[src/rtl/mem_ctrl_rr.sv]
// mem_ctrl_rr: round-robin arbitration of PORT_COUNT client ports onto a single packet link.
// Define MEM_CTRL_TIMEOUT_EN to abort reads that get no response within TIMEOUT_CYCLES.
module mem_ctrl_rr #(
  parameter  int PORT_COUNT      = 2,
  parameter  int DATA_WIDTH_BYTE = 4,
  parameter  int ADDR_WIDTH_BYTE = 4,
  parameter  int TIMEOUT_CYCLES  = 255,
  localparam int DATA_WIDTH      = 8 * DATA_WIDTH_BYTE,
  localparam int ADDR_WIDTH      = 8 * ADDR_WIDTH_BYTE,
  localparam int SEND_BYTE       = DATA_WIDTH_BYTE + ADDR_WIDTH_BYTE + 1,
  localparam int SEND_WIDTH      = 8 * SEND_BYTE
) (
  input  logic                                  CLK,
  input  logic                                  RST,
  output logic                                  send_flag,
  output logic [SEND_WIDTH-1:0]                 send_data,
  output logic [4:0]                            send_length,
  output logic                                  recv_flag,
  input  logic [SEND_WIDTH-1:0]                 recv_data,
  input  logic [4:0]                            recv_length,
  input  logic                                  sendable,
  input  logic                                  receivable,
  input  logic [2*PORT_COUNT-1:0]               rw_flag_,
  input  logic [ADDR_WIDTH*PORT_COUNT-1:0]      addr_,
  input  logic [DATA_WIDTH*PORT_COUNT-1:0]      write_data_,
  input  logic [DATA_WIDTH_BYTE*PORT_COUNT-1:0] write_mask_,
  output logic [DATA_WIDTH*PORT_COUNT-1:0]      read_data_,
  output logic [PORT_COUNT-1:0]                 busy,
  output logic [PORT_COUNT-1:0]                 done,
  output logic [PORT_COUNT-1:0]                 err_
);

  localparam int PW = $clog2(PORT_COUNT);

  typedef enum logic {S_IDLE, S_WAIT_RECV} state_t;

  state_t                       r_state, w_state_nxt;
  logic [PORT_COUNT-1:0]        r_busy, r_req_wr, w_capture;
  logic [ADDR_WIDTH-1:0]        r_req_addr [PORT_COUNT];
  logic [DATA_WIDTH-1:0]        r_req_data [PORT_COUNT];
  logic [DATA_WIDTH_BYTE-1:0]   r_req_mask [PORT_COUNT];
  logic [PW-1:0]                r_last_grant, r_owner, w_grant_idx;
  logic                         w_grant_vld, w_do_send, w_do_recv;
  logic                         r_send_flag, r_recv_flag;
  logic [SEND_WIDTH-1:0]        r_send_data, w_wr_pkt, w_rd_pkt;
  logic [4:0]                   r_send_length;
  logic [PORT_COUNT-1:0]        r_done;
  logic [DATA_WIDTH*PORT_COUNT-1:0] r_read_data;

  always_comb begin
    for (int p = 0; p < PORT_COUNT; p++) begin
      w_capture[p] = !r_busy[p] && (rw_flag_[2*p +: 2] == 2'd1 || rw_flag_[2*p +: 2] == 2'd2);
    end
  end

  // Walk offsets from farthest to nearest so the port closest after last_grant wins.
  always_comb begin
    w_grant_vld = 1'b0;
    w_grant_idx = '0;
    for (int i = PORT_COUNT; i >= 1; i--) begin
      if (r_busy[PW'((int'(r_last_grant) + i) % PORT_COUNT)]) begin
        w_grant_vld = 1'b1;
        w_grant_idx = PW'((int'(r_last_grant) + i) % PORT_COUNT);
      end
    end
  end

  assign w_wr_pkt = {8'h80 | 8'(r_req_mask[w_grant_idx]), r_req_addr[w_grant_idx],
                     r_req_data[w_grant_idx]};
  assign w_rd_pkt = SEND_WIDTH'({8'h00, r_req_addr[w_grant_idx]});

`ifdef MEM_CTRL_TIMEOUT_EN
  logic [15:0]           r_tmo_cnt;
  logic [PORT_COUNT-1:0] r_err;
  logic                  w_do_tmo;
`endif

  // NOTE: every signal driven here gets a default first, so no path can infer a latch.
  always_comb begin
    w_state_nxt = r_state;
    w_do_send   = 1'b0;
    w_do_recv   = 1'b0;
`ifdef MEM_CTRL_TIMEOUT_EN
    w_do_tmo    = 1'b0;
`endif
    case (r_state)
      S_IDLE: begin
        if (sendable && w_grant_vld) begin
          w_do_send = 1'b1;
          if (!r_req_wr[w_grant_idx]) w_state_nxt = S_WAIT_RECV;
        end
      end
      S_WAIT_RECV: begin
        if (receivable) begin
          w_do_recv   = 1'b1;
          w_state_nxt = S_IDLE;
        end
`ifdef MEM_CTRL_TIMEOUT_EN
        else if (r_tmo_cnt == 16'(TIMEOUT_CYCLES - 1)) begin
          w_do_tmo    = 1'b1;
          w_state_nxt = S_IDLE;
        end
`endif
      end
      default: w_state_nxt = S_IDLE;
    endcase
  end

  always_ff @(posedge CLK) begin
    if (RST) r_state <= S_IDLE;
    else     r_state <= w_state_nxt;
  end

  // NOTE: request payload needs no reset; it is only consumed while its busy bit is set.
  always_ff @(posedge CLK) begin
    for (int p = 0; p < PORT_COUNT; p++) begin
      if (w_capture[p]) begin
        r_req_wr[p]   <= rw_flag_[2*p+1];
        r_req_addr[p] <= addr_[p*ADDR_WIDTH +: ADDR_WIDTH];
        r_req_data[p] <= write_data_[p*DATA_WIDTH +: DATA_WIDTH];
        r_req_mask[p] <= write_mask_[p*DATA_WIDTH_BYTE +: DATA_WIDTH_BYTE];
      end
    end
  end

  always_ff @(posedge CLK) begin
    if (RST) begin
      r_busy        <= '0;
      r_last_grant  <= PW'(PORT_COUNT - 1);
      r_owner       <= '0;
      r_send_flag   <= 1'b0;
      r_send_data   <= '0;
      r_send_length <= '0;
      r_recv_flag   <= 1'b0;
      r_done        <= '0;
      r_read_data   <= '0;
    end else begin
      r_send_flag <= 1'b0;
      r_recv_flag <= 1'b0;
      r_done      <= '0;
      // Capture only targets idle ports and completion only busy ones, so they never collide.
      r_busy      <= r_busy | w_capture;
      if (w_do_send) begin
        r_send_flag  <= 1'b1;
        r_last_grant <= w_grant_idx;
        r_owner      <= w_grant_idx;
        if (r_req_wr[w_grant_idx]) begin
          r_send_data           <= w_wr_pkt;
          r_send_length         <= 5'(SEND_BYTE);
          r_done[w_grant_idx]   <= 1'b1;
          r_busy[w_grant_idx]   <= 1'b0;
        end else begin
          r_send_data           <= w_rd_pkt;
          r_send_length         <= 5'(ADDR_WIDTH_BYTE + 1);
        end
      end
      if (w_do_recv) begin
        r_recv_flag <= 1'b1;
        r_read_data[int'(r_owner)*DATA_WIDTH +: DATA_WIDTH] <= recv_data[DATA_WIDTH-1:0];
        r_done[r_owner] <= 1'b1;
        r_busy[r_owner] <= 1'b0;
      end
`ifdef MEM_CTRL_TIMEOUT_EN
      if (w_do_tmo) begin
        r_read_data[int'(r_owner)*DATA_WIDTH +: DATA_WIDTH] <= '0;
        r_done[r_owner] <= 1'b1;
        r_busy[r_owner] <= 1'b0;
      end
`endif
    end
  end

`ifdef MEM_CTRL_TIMEOUT_EN
  always_ff @(posedge CLK) begin
    if (RST) begin
      r_tmo_cnt <= '0;
      r_err     <= '0;
    end else begin
      r_err <= '0;
      if (w_do_send)                   r_tmo_cnt <= '0;
      else if (r_state == S_WAIT_RECV) r_tmo_cnt <= r_tmo_cnt + 16'd1;
      if (w_do_tmo) r_err[r_owner] <= 1'b1;
    end
  end
  assign err_ = r_err;
`else
  assign err_ = '0;
`endif

  logic w_unused;
  assign w_unused = ^{recv_length, recv_data[SEND_WIDTH-1:DATA_WIDTH], 16'(TIMEOUT_CYCLES)};

  assign send_flag   = r_send_flag;
  assign send_data   = r_send_data;
  assign send_length = r_send_length;
  assign recv_flag   = r_recv_flag;
  assign read_data_  = r_read_data;
  assign busy        = r_busy;
  assign done        = r_done;

endmodule

[config.mk]
export PLATFORM = sky130hd
export DESIGN_NAME = mem_ctrl_rr
export DESIGN_NICKNAME = d
export VERILOG_FILES = /design/src/rtl/mem_ctrl_rr.sv
export SDC_FILE = /design/constraint.sdc
export NUM_CORES = 1
export LEC_CHECK = 0
export ABC_AREA = 0
export BUFFER_PORTS_ARGS = -buffer_cell sky130_fd_sc_hd__buf_2
export CAP_MARGIN = 20
export CORE_UTILIZATION = 45
export DETAILED_ROUTE_END_ITERATION = 16
export GPL_TIMING_DRIVEN = 0
export PLACE_DENSITY = 0.7
export SYNTH_ARGS = -nofsm -noshare
export SYNTH_HDL_FRONTEND = slang
export SYNTH_SLANG_ARGS = --single-unit
[constraint.sdc]
create_clock -name CLK -period 4.6 [get_ports CLK]
set_input_delay 0.23 -clock CLK [delete_from_list [all_inputs] [get_ports CLK]]
set_output_delay 0.23 -clock CLK [all_outputs]
set_load 0.03 [all_outputs]
-- After elaboration in Yosys (flattened, before gate mapping)
Memories as Yosys holds them, arrays and structs flattened.
Cells that the tools add are included.
- memories: 3
- register bits: 152
- bits in writable memories: 136
- output and inout port bits: 149
- logic and storage cells: 85
- input port bits: 221
- memory list (name ; depth ; width ; rd ports ; clocked after Yosys merged registers in ; wr ports ; RTL line ; source):
    r_req_addr ; 2 ; 32 ; 1 ; 0 ; 2 ; 39 ; logic [ADDR_WIDTH-1:0] r_req_addr [PORT_COUNT];
    r_req_data ; 2 ; 32 ; 1 ; 0 ; 2 ; 40 ; logic [DATA_WIDTH-1:0] r_req_data [PORT_COUNT];
    r_req_mask ; 2 ; 4 ; 1 ; 0 ; 2 ; 41 ; logic [DATA_WIDTH_BYTE-1:0] r_req_mask [PORT_COUNT];
- add/sub/neg operators: 3
- eq/ne operators: 4
- reduce and logical (&&, ||, !) cells: 9
- bitwise operators: 7
- mux-type cells: 39
- shift operators: 2
- $lt $le $gt $ge: 6
- operators by type and width (cell ; number):
    72-bit 2-to-1 mux ; 1
    64-bit bitwise mux ; 1
    32-bit by 33-bit variable shift with 64-bit output (first input constant) ; 1
    32-bit by 33-bit variable part select with 64-bit output ; 1
    6-bit negation with 33-bit output ; 1
    1-bit 2-to-1 mux ; 25
    2-bit 2-to-1 mux ; 8
    1-bit by 3-bit less-than comparator with 1-bit output (second input constant) ; 2
    1-bit logical AND ; 5
    2-bit bitwise AND ; 2
    2-bit by 1-bit equality test with 1-bit output (second input constant) ; 2
    2-bit equality test (second input constant) ; 2
    1-bit by 2-bit less-than comparator with 1-bit output (second input constant) ; 2
    4-bit 2-to-1 mux ; 1
    2-bit NOT ; 2
    2-bit bitwise OR ; 2
    1-bit adder (second input constant) ; 2
    1-bit demux with 1-bit select ; 2
    1-bit greater-or-equal comparator (second input constant) ; 2
    1-bit zero test ; 2
    1-bit logical OR ; 2
    1-bit one-hot mux with 2 select lines ; 1
    1-bit NOT ; 1

-- Longest topological paths before layout
- depth after elaboration: 17
- mapped depth: 7

-- Least setup slack after synthesis
Ideal clock, no wire load.
- path type: reg-to-reg
- from: register r_busy[0], in the netlist busy[0]
- to: memory r_req_addr[0][0] (netlist bit) (enable)
- required time: 4.104 ns
- path slack: 0.731 ns
- cell stages (with the launch flop): 3
- arrival: 3.373 ns
- setup time: 0.496 ns
- buffers on the path: 1
- cells stage by stage: dfxtp_1 buf_2 nor2_1
- RTL lines (item ; RTL line ; source):
    from (decl) ; 38 ; logic [PORT_COUNT-1:0] r_busy, r_req_wr, w_capture;
    from (signal assigned) ; 142 ; r_busy <= r_busy | w_capture;
    to (decl) ; 39 ;

-- Worst setup path in the final report
- from: register r_busy[0], in the netlist busy[0]
- to: register r_send_data[6], in the netlist send_data[6]
- word-level cells in the longest chain between the ends: 7
- ends and longest elaborated chain (item ; RTL line ; source):
    1-bit 2-to-1 mux (not written as such) (2 in series) ; 61 ; if (r_busy[PW'((int'(r_last_grant) + i) % PORT_COUNT)]) begin
    1-bit 2-to-1 mux (2 in series) ; 61 ;
    1-bit 2-to-1 mux (not written as such) / 1-bit logical AND (equally long branches) ; 147, 88 ;
    1-bit 2-to-1 mux, on equally long branches ; 147, 88 ;
    72-bit 2-to-1 mux / 1-bit 2-to-1 mux (equally long branches) ; 147, 86 ;
    to (signal assigned) ; 148 ; r_send_data <= w_wr_pkt;
    to (signal assigned) ; 153 ; r_send_data <= w_rd_pkt;
    to (decl) ; 45 ; logic [SEND_WIDTH-1:0] r_send_data, w_wr_pkt, w_rd_pkt;
Parallel ways exist; a longest one is shown, timed or not. The select of a mux whose other input is x is not followed.
A chain may end at the register's enable or synchronous reset.

==> flow_summary.ini <==
[timing]
tightest_slew_ps = 699
min_period_over_period_pct = 47.4
hold_viol = 0
slew_headroom_pct = 53.4
fin_skew_ps = 19.3
setup_viol = 0
drv_slew = 0
setup_ws_ps = 2420
hold_slack_ps = 34.8
fin_crit_ps = 2180
rsz0062_at_grt = no
fmax_ghz = 0.459

[placement]
place_hpwl_mm = 19.0
port_buffers = 317
dpl_worst_slack_ps = 2320
dp_cells = 1331
routabilityCongestion = 0.792

[setup_path]
cp-end-kind = flop
setup.worst_path.start_class = flop
arrival_ps = 2640
cp.required_ps = 5060
worstPathMaxFanout = 10
rrSetupSlack_ps = 2420
crit_type = flop to flop

[logic_synthesis]
yosysTopAreaCellShare_pct = 41.5
synth_seq_cells = 282
synth_area_leaders = edfxtp_1, dfxtp_1, mux2_2
ys.warnings.count = 0
synth-seq-area-share_pct = 70.4
syn_area_um2 = 9980
synth_top_area_cell = edfxtp_1
synth_cell_types = 32
synth_cells = 722
syn_area_per_cell_um2 = 13.8

[clock_tree]
cts_buffers = 29
cts_hold_buf = 170
clock-root-buffer = clkbuf_16
cts.sinks = 282
clkSlewWorstSetupHoldPaths_ps = 60
cts_tree = done
cts_setup_buffers = 0
clock_latency_ps = 540
ctsHtreeMaxLevel = 1
clockBufferDepth = 3
ctsResizeCount = 0

[detailed_routing]
wire_per_inst_um = 19.3
drtAntennaViolNets = 0
via_count = 8041
drc = 0
wl_mm = 30.1
viasPerCell = 5.16
drt-pass1-iter-count = 5
first_iter_violations = 509

[global_route]
grt_use_total_pct = 25.8
grt_antenna_before_repair = 2
grt_pass1_vias = 8071
grt_pass1_wl_mm = 44.2
grt_max_degree = 28
gr-total-overflow = 0

[final_layout]
final_nets = 1473
most-common-layout-cells = buf_2, dlygate4sd3_1, dfxtp_1, edfxtp_1, nor2_1
fillers = 1549
drive_gt1_share_pct = 36.6
final_common_cell = buf_2
layoutNonFillerInstCount = 1557
syn_to_final_growth_pct = 47.7

[floorplan]
rows = 54
die_area_um2 = 22800
fp.dieH_um = 151
core_um2 = 21800
die_w_um = 151
io_pins = 370
start_util_pct = 45.9

[status]
status = complete, no violations

[power_and_ir_drop]
peakVddDrop_mv = 0.335
power_leakage_nw = 6.29
p_per_area_nw_per_um2 = 400
power_mw = 5.90

[min_path]
hp-class = primary input to flop

[flow_run]
drv_cap = 0
==> state kept, by name, indices dropped and copies added, names as in the netlist <==
register      flops
read_data_       64
done              2
r_req_wr          2
r_req_mask        8
busy              2
r_state           1
r_last_grant      1
r_owner           1
r_req_addr       64
send_length       2
send_data        69
r_req_data       64
send_flag         1
recv_flag         1
==> critical path, cell delays in order (launching register included) <==
cell and delay (ps):
dfxtp_1 370, buf_2 280, nand3b_1 320, nor2_2 520, buf_2 350, a222oi_1 130
nor2_1 140
==> kinds of logic after synthesis <==
group | count (synthesis) | share of synthesized area, %
flops | 282 | 70.4
simple gates | 162 | 6.48
buf+inv | 63 | 3.31
xor+xnor | 3 | 0.263
compound gates | 142 | 11.0
other cells | 1 | 0.0376
mux | 69 | 8.45
==> layout make-up <==
class / count / area, um2 / share of cell area (%)
plain buffers: 61 / 323 / 2.19
diodes: 2 / 5.00 / 0.0339
flip-flops and latches: 282 / 7030 / 47.7
repair buffers: 493 / 3440 / 23.3
inverters: 2 / 7.51 / 0.0509
clock buffers: 44 / 832 / 5.64
clock inverters: 10 / 100 / 0.679
well taps: 280 / 350 / 2.38
multi-input cells: 383 / 2660 / 18.0
==> per-stage QoR <==
stage                     utilization, %  setup TNS, ps  area (um2)
after global routing                67.8              0       14700
after detailed placement            55.6              0       12100
after CTS                           67.7              0       14700
after global placement              54.9        -180140       11900
after floorplan                        -              0       10000
final                               67.8              0       14700
==> power breakdown <==
| group | internal (mW) | switching, mW | leakage (nW) |
|---|---|---|---|
| Clock | 1.35 | 0.942 | 0.458 |
| Combinational | 0.341 | 0.398 | 3.35 |
| Sequential | 2.81 | 0.0536 | 2.48 |
| Total | 4.51 | 1.39 | 6.29 |
==> cell usage after synthesis <==
library cell / instances
a211oi_1: 5
a21oi_1: 36
a222oi_1: 32
a22o_1: 32
a22oi_1: 32
a31o_2: 1
a32oi_1: 4
and2_1: 1
and3_1: 2
buf_1: 3
buf_2: 15
buf_4: 10
buf_6: 5
clkbuf_1: 28
conb_1: 1
dfxtp_1: 144
edfxtp_1: 138
inv_1: 2
mux2_2: 50
mux2_4: 18
mux2i_1: 1
nand2_1: 66
nand2b_1: 2
nand2b_4: 1
nand3_1: 2
nand3b_1: 1
nor2_1: 82
nor2_2: 1
nor2b_1: 2
nor3_1: 2
xnor2_1: 2
xor2_1: 1
==> final timing paths <==
path,from,depth (start not counted),endpoint
worst max-delay path,busy[0],6,send_data[6]
worst min-delay path,receivable,4,r_state
worst max register to register,busy[0],6,send_data[6]
worst min register to register,read_data_[63],2,read_data_[63]
==> layer usage <==
metal / global-route usage (%) / wire length (um) / vias to the layer above
li1: - / - / 3743
met1: 31.0 / 11800 / 3880
met2: 46.2 / 15200 / 362
met3: 5.00 / 2140 / 56
met4: 8.70 / 951 / 0
met5: 0 / 0 / -
No activity file was read; power rests on OpenSTA's default activity.
